**config.mk**
```make
export PLATFORM = sky130hd
export DESIGN_NAME = baud_tick_gen
export DESIGN_NICKNAME = d
export VERILOG_FILES = /design/src/rtl/uart_pkg.sv /design/src/rtl/frac_accum.sv /design/src/rtl/baud_tick_gen.sv
export SDC_FILE = /design/constraint.sdc
export NUM_CORES = 1
export LEC_CHECK = 0
export CORE_AREA = 2 2 128 105
export DETAILED_ROUTE_END_ITERATION = 8
export DIE_AREA = 0 0 130 107
export HOLD_SLACK_MARGIN = 0.03
export MAX_ROUTING_LAYER = met4
export PLACE_DENSITY_LB_ADDON = 0.2
export RECOVER_POWER = 25
export SYNTH_ARGS = -nofsm -noshare
export SYNTH_HDL_FRONTEND = slang
export SYNTH_HIERARCHICAL = 1
export SYNTH_SLANG_ARGS = --single-unit
```
**constraint.sdc**
```tcl
create_clock -name clk -period 4.3 [get_ports clk]
set_clock_uncertainty 0.05 [all_clocks]
set_input_delay 0.645 -clock clk [delete_from_list [all_inputs] [get_ports clk]]
set_output_delay 0.645 -clock clk [all_outputs]
set_load 0.01 [all_outputs]
```
**src/rtl/uart_pkg.sv**
```systemverilog
// Shared UART timing defaults and width helpers for the baud/oversample tick path.
package uart_pkg;

  localparam int DIV_W_DEF  = 16;
  localparam int FRAC_W_DEF = 4;
  localparam int OVS_DEF    = 16;

  // Width of an index over n oversample slots; a single slot still needs one bit.
  function automatic int os_width(input int n);
    return (n < 2) ? 1 : $clog2(n);
  endfunction

  localparam int OS_W_DEF = os_width(OVS_DEF);

endpackage

```
**src/rtl/frac_accum.sv**
```systemverilog
// Fractional-divisor accumulator: adds the active fraction once per oversample tick
// and reports the carry that stretches the following period by one clock.
module frac_accum
  import uart_pkg::*;
#(
  parameter int FRAC_W = FRAC_W_DEF
) (
  input  logic              clk,
  input  logic              reset,
  input  logic              clr,
  input  logic              adv,
  input  logic [FRAC_W-1:0] frac,
  output logic              carry
);

  logic [FRAC_W-1:0] acc;
  logic [FRAC_W:0]   sum;

  assign sum   = {1'b0, acc} + {1'b0, frac};
  assign carry = sum[FRAC_W];

  always_ff @(posedge clk) begin
    if (!reset) begin
      acc <= '0;
    end else if (clr) begin
      acc <= '0;
    end else if (adv) begin
      acc <= sum[FRAC_W-1:0];
    end
  end

endmodule

```
**src/rtl/baud_tick_gen.sv**
```systemverilog
// Fractional baud-rate generator: oversample tick, bit tick and an os_tick-aligned
// divisor reload handshake, with resync for receiver start-bit alignment.
module baud_tick_gen
  import uart_pkg::*;
#(
  parameter int DIV_W    = DIV_W_DEF,
  parameter int FRAC_W   = FRAC_W_DEF,
  parameter int OVS      = OVS_DEF,
  parameter int DEF_INT  = 27,
  parameter int DEF_FRAC = 0
) (
  input  logic                     clk,
  input  logic                     reset,
  input  logic                     en,
  input  logic [DIV_W-1:0]         div_int,
  input  logic [FRAC_W-1:0]        div_frac,
  input  logic                     div_load,
  input  logic                     resync,
  output logic                     os_tick,
  output logic                     bit_tick,
  output logic [os_width(OVS)-1:0] os_cnt,
  output logic                     div_ack
);

  localparam int OS_W  = os_width(OVS);
  localparam int CNT_W = DIV_W + 1;

  // Divisors below 2 cannot produce a distinct tick/idle cycle pair.
  function automatic logic [DIV_W-1:0] clamp_div(input logic [DIV_W-1:0] d);
    return (d < DIV_W'(2)) ? DIV_W'(2) : d;
  endfunction

  logic [CNT_W-1:0]  cnt;
  logic [CNT_W-1:0]  period;
  logic [CNT_W-1:0]  last;
  logic              ext;
  logic              carry;
  logic              pending;
  logic              apply;
  logic [DIV_W-1:0]  act_int;
  logic [FRAC_W-1:0] act_frac;
  logic [DIV_W-1:0]  sh_int;
  logic [FRAC_W-1:0] sh_frac;

  assign period   = {1'b0, clamp_div(act_int)} + CNT_W'(ext);
  assign last     = period - CNT_W'(1);
  assign os_tick  = reset & en & ~resync & (cnt == last);
  assign bit_tick = os_tick & (os_cnt == OS_W'(OVS - 1));
  assign apply    = os_tick & pending;

  frac_accum #(
    .FRAC_W (FRAC_W)
  ) u_frac_accum (
    .clk   (clk),
    .reset (reset),
    .clr   (resync),
    .adv   (os_tick),
    .frac  (act_frac),
    .carry (carry)
  );

  always_ff @(posedge clk) begin
    if (!reset) begin
      cnt      <= '0;
      ext      <= 1'b0;
      os_cnt   <= '0;
      pending  <= 1'b0;
      div_ack  <= 1'b0;
      act_int  <= DIV_W'(DEF_INT);
      act_frac <= FRAC_W'(DEF_FRAC);
      sh_int   <= DIV_W'(DEF_INT);
      sh_frac  <= FRAC_W'(DEF_FRAC);
    end else begin
      div_ack <= apply;
      // A load landing on the applying tick re-arms pending for the newer value.
      pending <= div_load | (pending & ~apply);
      if (div_load) begin
        sh_int  <= div_int;
        sh_frac <= div_frac;
      end
      if (apply) begin
        act_int  <= sh_int;
        act_frac <= sh_frac;
      end
      if (resync) begin
        cnt    <= '0;
        ext    <= 1'b0;
        os_cnt <= '0;
      end else if (os_tick) begin
        cnt    <= '0;
        ext    <= carry;
        os_cnt <= os_cnt + OS_W'(1);
      end else if (en) begin
        cnt <= cnt + CNT_W'(1);
      end
    end
  end

endmodule

```
==> run_results.csv, run 1 <==
group,metric,value,unit
synthesis,synth_seq_area_share,0.368,
route,drc,0,
pwr,combPwrFrac,0.047,
worst_setup_path,endpoint_kind,"primary output",
route,ant_nets,0,
pwr,power.density,318,nW/um^2
worst_setup_path,critPathLaunchType,"register",
final_layout,stdcell_area,5010,um^2
worst_setup_path,crit_path_end,"bit_tick",
grt,gr-total-overflow,0,
grt,grt_use_total,0.149,
final_layout,diodes,0,
run,maxCapViolations,1,
synthesis,synth_top_cell_by_area,"dfxtp_1",
synthesis,yosysUniqueCellTypes,61,
grt,grt_pass1_vias,3094,
pwr,switching_share,0.207,
synthesis,synth-main-ff-cell,"dfxtp_1",
floorplan,boundaryPins,32,
synthesis,syn-cell-area,3700,um^2
worst_setup_path,timing.rr.end,"u_frac_accum/acc[3]",
pwr,pwr-share-clk,0.545,
grt,grt_max_degree,34,
worst_setup_path,ff2ff_path_depth,20,
pwr,p_seq_frac,0.408,
placement,place_hpwl,7070,um
pwr,p_int,0.00126,W
sta,maxSlewViolCount,22,
sta,slew_headroom,-0.0123,
final_layout,finalNetCount,517,
clocking,cts_tree,"done",
outcome,run_status,"finished, violations left",
pwr,totalPowerFinal,0.00159,W
final_layout,syn2layout_area_growth,35.6,%
floorplan,die-area,13900,um^2
floorplan,die_h,107,um
route,drt_iter0_drc,167,
route,vias,3280,
placement,dp.cells,634,
clocking,cts_root_buf,"clkbuf_16",
sta,hold_viol,0,
clocking,cts_sinks,68,
clocking,clk_latency,0.33,ns
worst_setup_path,r2r_start,"act_int[15]",
floorplan,die_x,130,um
worst_setup_path,crit_start,"act_int[15]",
sta,setup_viol,0,
final_layout,drive_gt1_frac,0.215,
final_layout,final_cells,663,
worst_setup_path,cp.arrival,3.50,ns
pwr,p_leak,1.90,nW
placement,port_buffers,31,
route,wire_per_inst,15.0,um
outcome,failed_checks,"max-capacitance violations, max-slew violations",
pwr,switchingPower,0.000330,W
sta,tns,0,ns
clocking,cts-htree-levels,3,
synthesis,netlist_instances,417,
clocking,path_clk_slew,0.06,ns
floorplan,coreArea,12600,um^2
grt,grt_pass1_wl,15900,um
clocking,hold_buffers,0,
worst_setup_path,required,3.61,ns
route,viasPerCell,4.95,
synthesis,synthArstFlopShare,0,
sta,period_share,0.977,
sta,period_needed,4.20,ns
route,drt_wl_total,9970,um
sta,fmax,0.238,GHz
grt,antenna_found_initial,0,
synthesis,synth_seq_cells,68,
route,first_pass_iters,4,
sta,rsz0062_at_grt,"yes",
synthesis,synth.area.top_cells,"dfxtp_1, mux2i_1, xor2_1",
synthesis,synth_edf_count,0,
placement,routabilityCongestion,0.905,
worst_setup_path,worst-setup-path-type,"reg -> out",
synthesis,avgSynthCellArea,8.86,um^2
sta,worst_slew_pin_slew,1.52,ns
worst_setup_path,regToRegSetupSlack,0.47,ns
pwr,ir_worst_vdd,0.000189,V
placement,placedInstanceArea,4410,um^2
clocking,numCtsBuffers,9,
worst_setup_path,critPathMaxFanout,3,
clocking,cts_max_path_buffers,2,
synthesis,synth_warnings,6,
min_path,hold_class,"reg -> reg",
synthesis,synth_top_area_share,0.368,
floorplan,core.rowCount,37,
final_layout,utilization,0.396,
synthesis,synth_nets,451,
floorplan,start_util,0.292,
layout by cell type (no fill, tap or decap), types with 4 or more instances in the layout:
cell type | synthesis | final
nand2_1 | 16 | 16
and3_1 | 9 | 8
nor4_1 | 6 | 4
xor2_1 | 19 | 19
clkbuf_16 | 0 | 9
clkdlybuf4s50_1 | 0 | 24
xnor2_1 | 15 | 15
o21ai_0 | 9 | 5
dfxtp_1 | 68 | 67
nand4_1 | 26 | 26
buf_6 | 2 | 5
nor2_1 | 36 | 36
buf_4 | 2 | 49
o21ai_1 | 1 | 4
inv_1 | 9 | 9
nand2b_1 | 5 | 5
mux2i_1 | 24 | 24
a31oi_1 | 8 | 6
dlygate4sd3_1 | 0 | 5
nor3_1 | 22 | 22
o31ai_1 | 20 | 20
a21oi_1 | 23 | 23
and4_1 | 4 | 4
ha_1 | 8 | 6
nand3_1 | 8 | 6
registers in the layout, indices dropped and copies added (netlist names):
| register | cells |
|---|---|
| cnt | 17 |
| sh_frac | 4 |
| div_ack | 1 |
| act_frac | 4 |
| sh_int | 16 |
| pending | 1 |
| act_int | 16 |
| u_frac_accum/acc | 4 |
| ext | 1 |
| os_cnt | 4 |
cells by family after synthesis:
family                     Yosys count  share of synthesized area
buffers and inverters               40                     0.0467
xor gates and xnor gates            34                     0.0806
muxes                               25                     0.0680
DFF                                 68                      0.368
and+or+nand+nor                    155                      0.241
AOI/OAI and AO/OA                   86                      0.162
adders and majority gates            9                     0.0325
synth_stat cells, drive strengths merged (2+ instances only):
cell type	number
dfxtp	68
nor2	36
nand4	26
mux2i	24
nor3	24
a21oi	23
clkbuf	22
o31ai	20
xor2	19
nand2	16
xnor2	15
o21ai	10
and3	9
buf	9
inv	9
nand3	9
a31oi	8
ha	8
nor4	7
nand2b	6
and4	4
and2	3
nor2b	3
or3b	3
or4	3
a211oi	2
a21boi	2
a221oi	2
o2111a	2
o21ba	2
final cells by class:
cell class / instances / area [um^2]
Fill cell: 1258 / 7630
Multi-Input combinational cell: 309 / 2300
Sequential cell: 68 / 1360
Timing Repair Buffer: 86 / 743
Clock buffer: 10 / 239
Tap cell: 175 / 219
Clock inverter: 6 / 111
Inverter: 9 / 33.8
worst min path at each step:
stage	to	slack, ns	depth (start not counted)	start
2_1_floorplan	sh_int[0]	0.39	2	sh_int[0]
3_3_place_gp	ext	0.41	2	ext
3_5_place_dp	sh_int[4]	0.41	2	sh_int[4]
4_1_cts	ext	0.43	2	ext
5_1_grt	pending	0.45	2	pending
6_report	ext	0.42	2	ext
stage by stage:
| stage | hold WS, ns | worst slack [ns] |
|---|---|---|
| floorplan | 0.392 | 0.115 |
| global placement | 0.408 | 0.0475 |
| detailed placement | 0.414 | -0.0101 |
| CTS | 0.427 | 0.0113 |
| global route | 0.447 | -0.142 |
| finish | 0.422 | 0.101 |
metal layers:
layer / wire length, um / share of wire / vias to the layer above / GRT usage
met5: 0 / 0 / - / -
met4: 57 / 0.0057 / 0 / 0.0300
met3: 342 / 0.034 / 5 / 0.0344
met2: 4430 / 0.44 / 45 / 0.221
met1: 5130 / 0.52 / 1556 / 0.208
li1: - / - / 1674 / -
critical path, stage by stage, from the launching register on:
cell       delay (ns)
dfxtp_2          0.33
nor4_4           0.30
nand4b_1         0.17
o21ai_1          0.18
ha_2             0.23
buf_6            0.10
nor3b_2          0.14
buf_4            0.15
buf_12           0.09
nand4_1          0.16
a2111oi_4        0.38
buf_4            0.17
o2111ai_4        0.11
nor3_4           0.21
buf_6            0.12
and4_1           0.19
buf_2            0.13
power groups by stage:
stage / combinational, W / sequential, W / clock [W]
after floorplan: 0.0000409 / 0.000662 / 0
after global placement: 0.0000732 / 0.000664 / 0
after detailed placement: 0.0000747 / 0.000664 / 0
after CTS: 0.0000750 / 0.000650 / 0.000886
after global routing: 0.0000814 / 0.000651 / 0.000913
final: 0.0000744 / 0.000650 / 0.000868
what timing repair did:
item / CTS / global route
endpoints found under the setup margin: 2 / 2
buffers inserted: 8 / 6
cloned: 0 / 0
resized for setup: 14 / 26
pin swaps: 7 / 8
Note: power is estimated with default switching activity, not from simulation.
==> run 2, diff against run 1 <==
--- a/config.mk
+++ b/config.mk
@@ -5,6 +5,8 @@
 export SDC_FILE = /design/constraint.sdc
 export NUM_CORES = 1
 export LEC_CHECK = 0
+export CELL_PAD_IN_SITES_DETAIL_PLACEMENT = 0
+export CELL_PAD_IN_SITES_GLOBAL_PLACEMENT = 1
 export CORE_AREA = 2 2 128 105
 export DETAILED_ROUTE_END_ITERATION = 8
 export DIE_AREA = 0 0 130 107
==> run 2 against run 1 <==
Effect of this change:
- the run still ends with max-capacitance violations, max-slew violations left
- critical path depth grew 3
- clock-buffer cell count increased by 2
- flip-flop and latch count did not move
- die area stayed put
- hold slack better by 0.0015 ns
- worst setup slack got worse by 0.048 ns
- sequential share of layout area up 0.36 points
- via count rose by 1.0%
- final cell count up 0.30%
==> run_results.csv, run 2 (synthesis results as in run 1) <==
group,metric,value,unit
min_path,hold_start,"ext",
worst_setup_path,worstPathCellList,"nor4_4, buf_4, buf_4, and2_4, a31oi_2, ha_4, nor4b_4, buf_4, buf_4, buf_4, and3_1, a211oi_2, buf_4, and3_4, nand3_2, nor3_4, buf_6, and4_1, buf_2",
sta,rsz0062_at_grt,"yes",
route,drt_wl_total,10500,um
grt,gr-total-overflow,0,
grt,grt_use_total,0.161,
worst_setup_path,path_common_cell,"buf_4",
sta,period_needed,4.25,ns
final_layout,fill_cells,1289,
clocking,path_clk_slew,0.06,ns
clocking,cts_tree,"done",
placement,placedInstanceArea,4440,um^2
route,ant_nets,0,
clocking,clk_latency,0.33,ns
floorplan,die-area,13900,um^2
outcome,failed_checks,"max-capacitance violations, max-slew violations",
grt,grt_pass1_vias,3069,
final_layout,reg.largest.list,"cnt x17, act_int x16, sh_int x16",
placement,routabilityCongestion,0.870,
clocking,cts_max_path_buffers,2,
worst_setup_path,critPathLaunchType,"register",
final_layout,ff_latch_area,1360,um^2
worst_setup_path,required,3.61,ns
final_layout,syn2layout_area_growth,33.8,%
worst_setup_path,slowest_delay,0.33,ns
route,viasPerCell,4.98,
floorplan,die_h,107,um
placement,port_buffers,31,
final_layout,finalNetCount,519,
floorplan,coreArea,12600,um^2
final_layout,multiInputGateArea,2280,um^2
floorplan,boundaryPins,32,
grt,grt_pass1_wl,16700,um
final_layout,utilization,0.391,
route,drc,0,
worst_setup_path,cp.arrival,3.55,ns
worst_setup_path,critPathMaxFanout,4,
final_layout,final_common_cell,"dfxtp_1",
outcome,run_status,"finished, violations left",
final_layout,drive_gt1_frac,0.216,
pwr,ir_worst_vdd,0.000192,V
final_layout,diodes,0,
min_path,min_to,"ext",
final_layout,stdcell_area,4940,um^2
run,maxCapViolations,1,
placement,place_hpwl,7440,um
worst_setup_path,crit_slowest_cell,"dfxtp_2",
sta,maxSlewViolCount,22,
floorplan,die_x,130,um
worst_setup_path,ff2ff_path_depth,23,
worst_setup_path,endpoint_kind,"primary output",
floorplan,core.rowCount,37,
sta,setup_viol,0,
clocking,cts_sinks,68,
sta,tns,0,ns
route,wire_per_inst,15.9,um
final_layout,final_cell_mix,"dfxtp_1, buf_4, nor2_1, nand4_1",
pwr,power.density,300,nW/um^2
final_layout,largest_reg_flops,17,
clocking,numCtsBuffers,9,
route,first_pass_iters,5,
sta,slew_headroom,-0.0366,
sta,fmax,0.235,GHz
clocking,cts-htree-levels,3,
min_path,min_path_cells,2,
worst_setup_path,r2r_start,"act_int[15]",
route,drt_iter0_drc,205,
sta,period_share,0.988,
grt,antenna_found_initial,0,
grt,grt_max_degree,34,
clocking,cts_root_buf,"clkbuf_16",
worst_setup_path,timing.rr.end,"u_frac_accum/acc[3]",
worst_setup_path,worst-setup-path-type,"reg -> out",
min_path,hold_class,"reg -> reg",
sta,hold_viol,0,
floorplan,start_util,0.292,
worst_setup_path,regToRegSetupSlack,0.39,ns
final_layout,top_register,"cnt",
pwr,p_leak,1.89,nW
sta,worst_slew_pin_slew,1.55,ns
route,vias,3313,
run 2: repair_timing:
item	in CTS	in global routing
pin swaps	5	8
endpoints found under the setup margin	2	2
hold buffers	0	0
gates resized for setup	12	24
cloned	0	0
buffers inserted	5	7
run 2: critical path: cells and delay by family, from the launching register on:
kind / cells / cell delay [ns]
flops: 1 / 0.33
compound gates: 2 / 0.34
simple gates: 8 / 1.32
buf+inv: 8 / 1.04
fa+ha+maj: 1 / 0.18
run 2: metal layers:
metal,wire (um),global-route usage,up-vias,part of all wire
met1,5400,0.227,1569,0.51
met5,0,-,-,0
met2,4730,0.229,59,0.45
met3,377,0.0389,2,0.036
li1,-,-,1683,-
met4,39,0.0438,0,0.0037
run 2: through the flow:
stage / total power (W) / instances / hold WS (ns) / setup slack (ns)
final: 0.00148 / 665 / 0.423 / 0.0525
after global routing: 0.00154 / 665 / 0.452 / -0.162
after CTS: 0.00151 / 659 / 0.426 / -0.0431
after detailed placement: 0.000739 / 638 / 0.412 / -0.0697
after global placement: 0.000738 / 638 / 0.410 / 0.0451
after floorplan: 0.000702 / 417 / 0.392 / 0.115
run 2: cell type report:
class / instances / area share
clock buffers: 12 / 0.0519
clock inverters: 4 / 0.00962
inverters: 9 / 0.00683
multi-input cells: 309 / 0.461
flip-flops and latches: 68 / 0.276
well taps: 175 / 0.0443
repair buffers: 88 / 0.151
run 2: how the worst max path moves through the flow:
stage,from,end,slack (ns),cells past startpoint
floorplan,act_int[8],u_frac_accum/acc[3],0.11,16
global placement,act_int[15],bit_tick,0.05,15
detailed placement,act_int[15],bit_tick,-0.07,15
CTS,act_int[14],bit_tick,-0.04,15
global route,act_int[15],bit_tick,-0.16,16
finish,act_int[15],bit_tick,0.05,19
run 2: report_power, final:
group	switching, W	internal [W]	total [W]	leakage, nW
Sequential	0.00000786	0.000643	0.000651	0.553
Clock	0.000279	0.000479	0.000758	0.149
Combinational	0.0000368	0.0000374	0.0000742	1.18
Total	0.000324	0.00116	0.00148	1.89
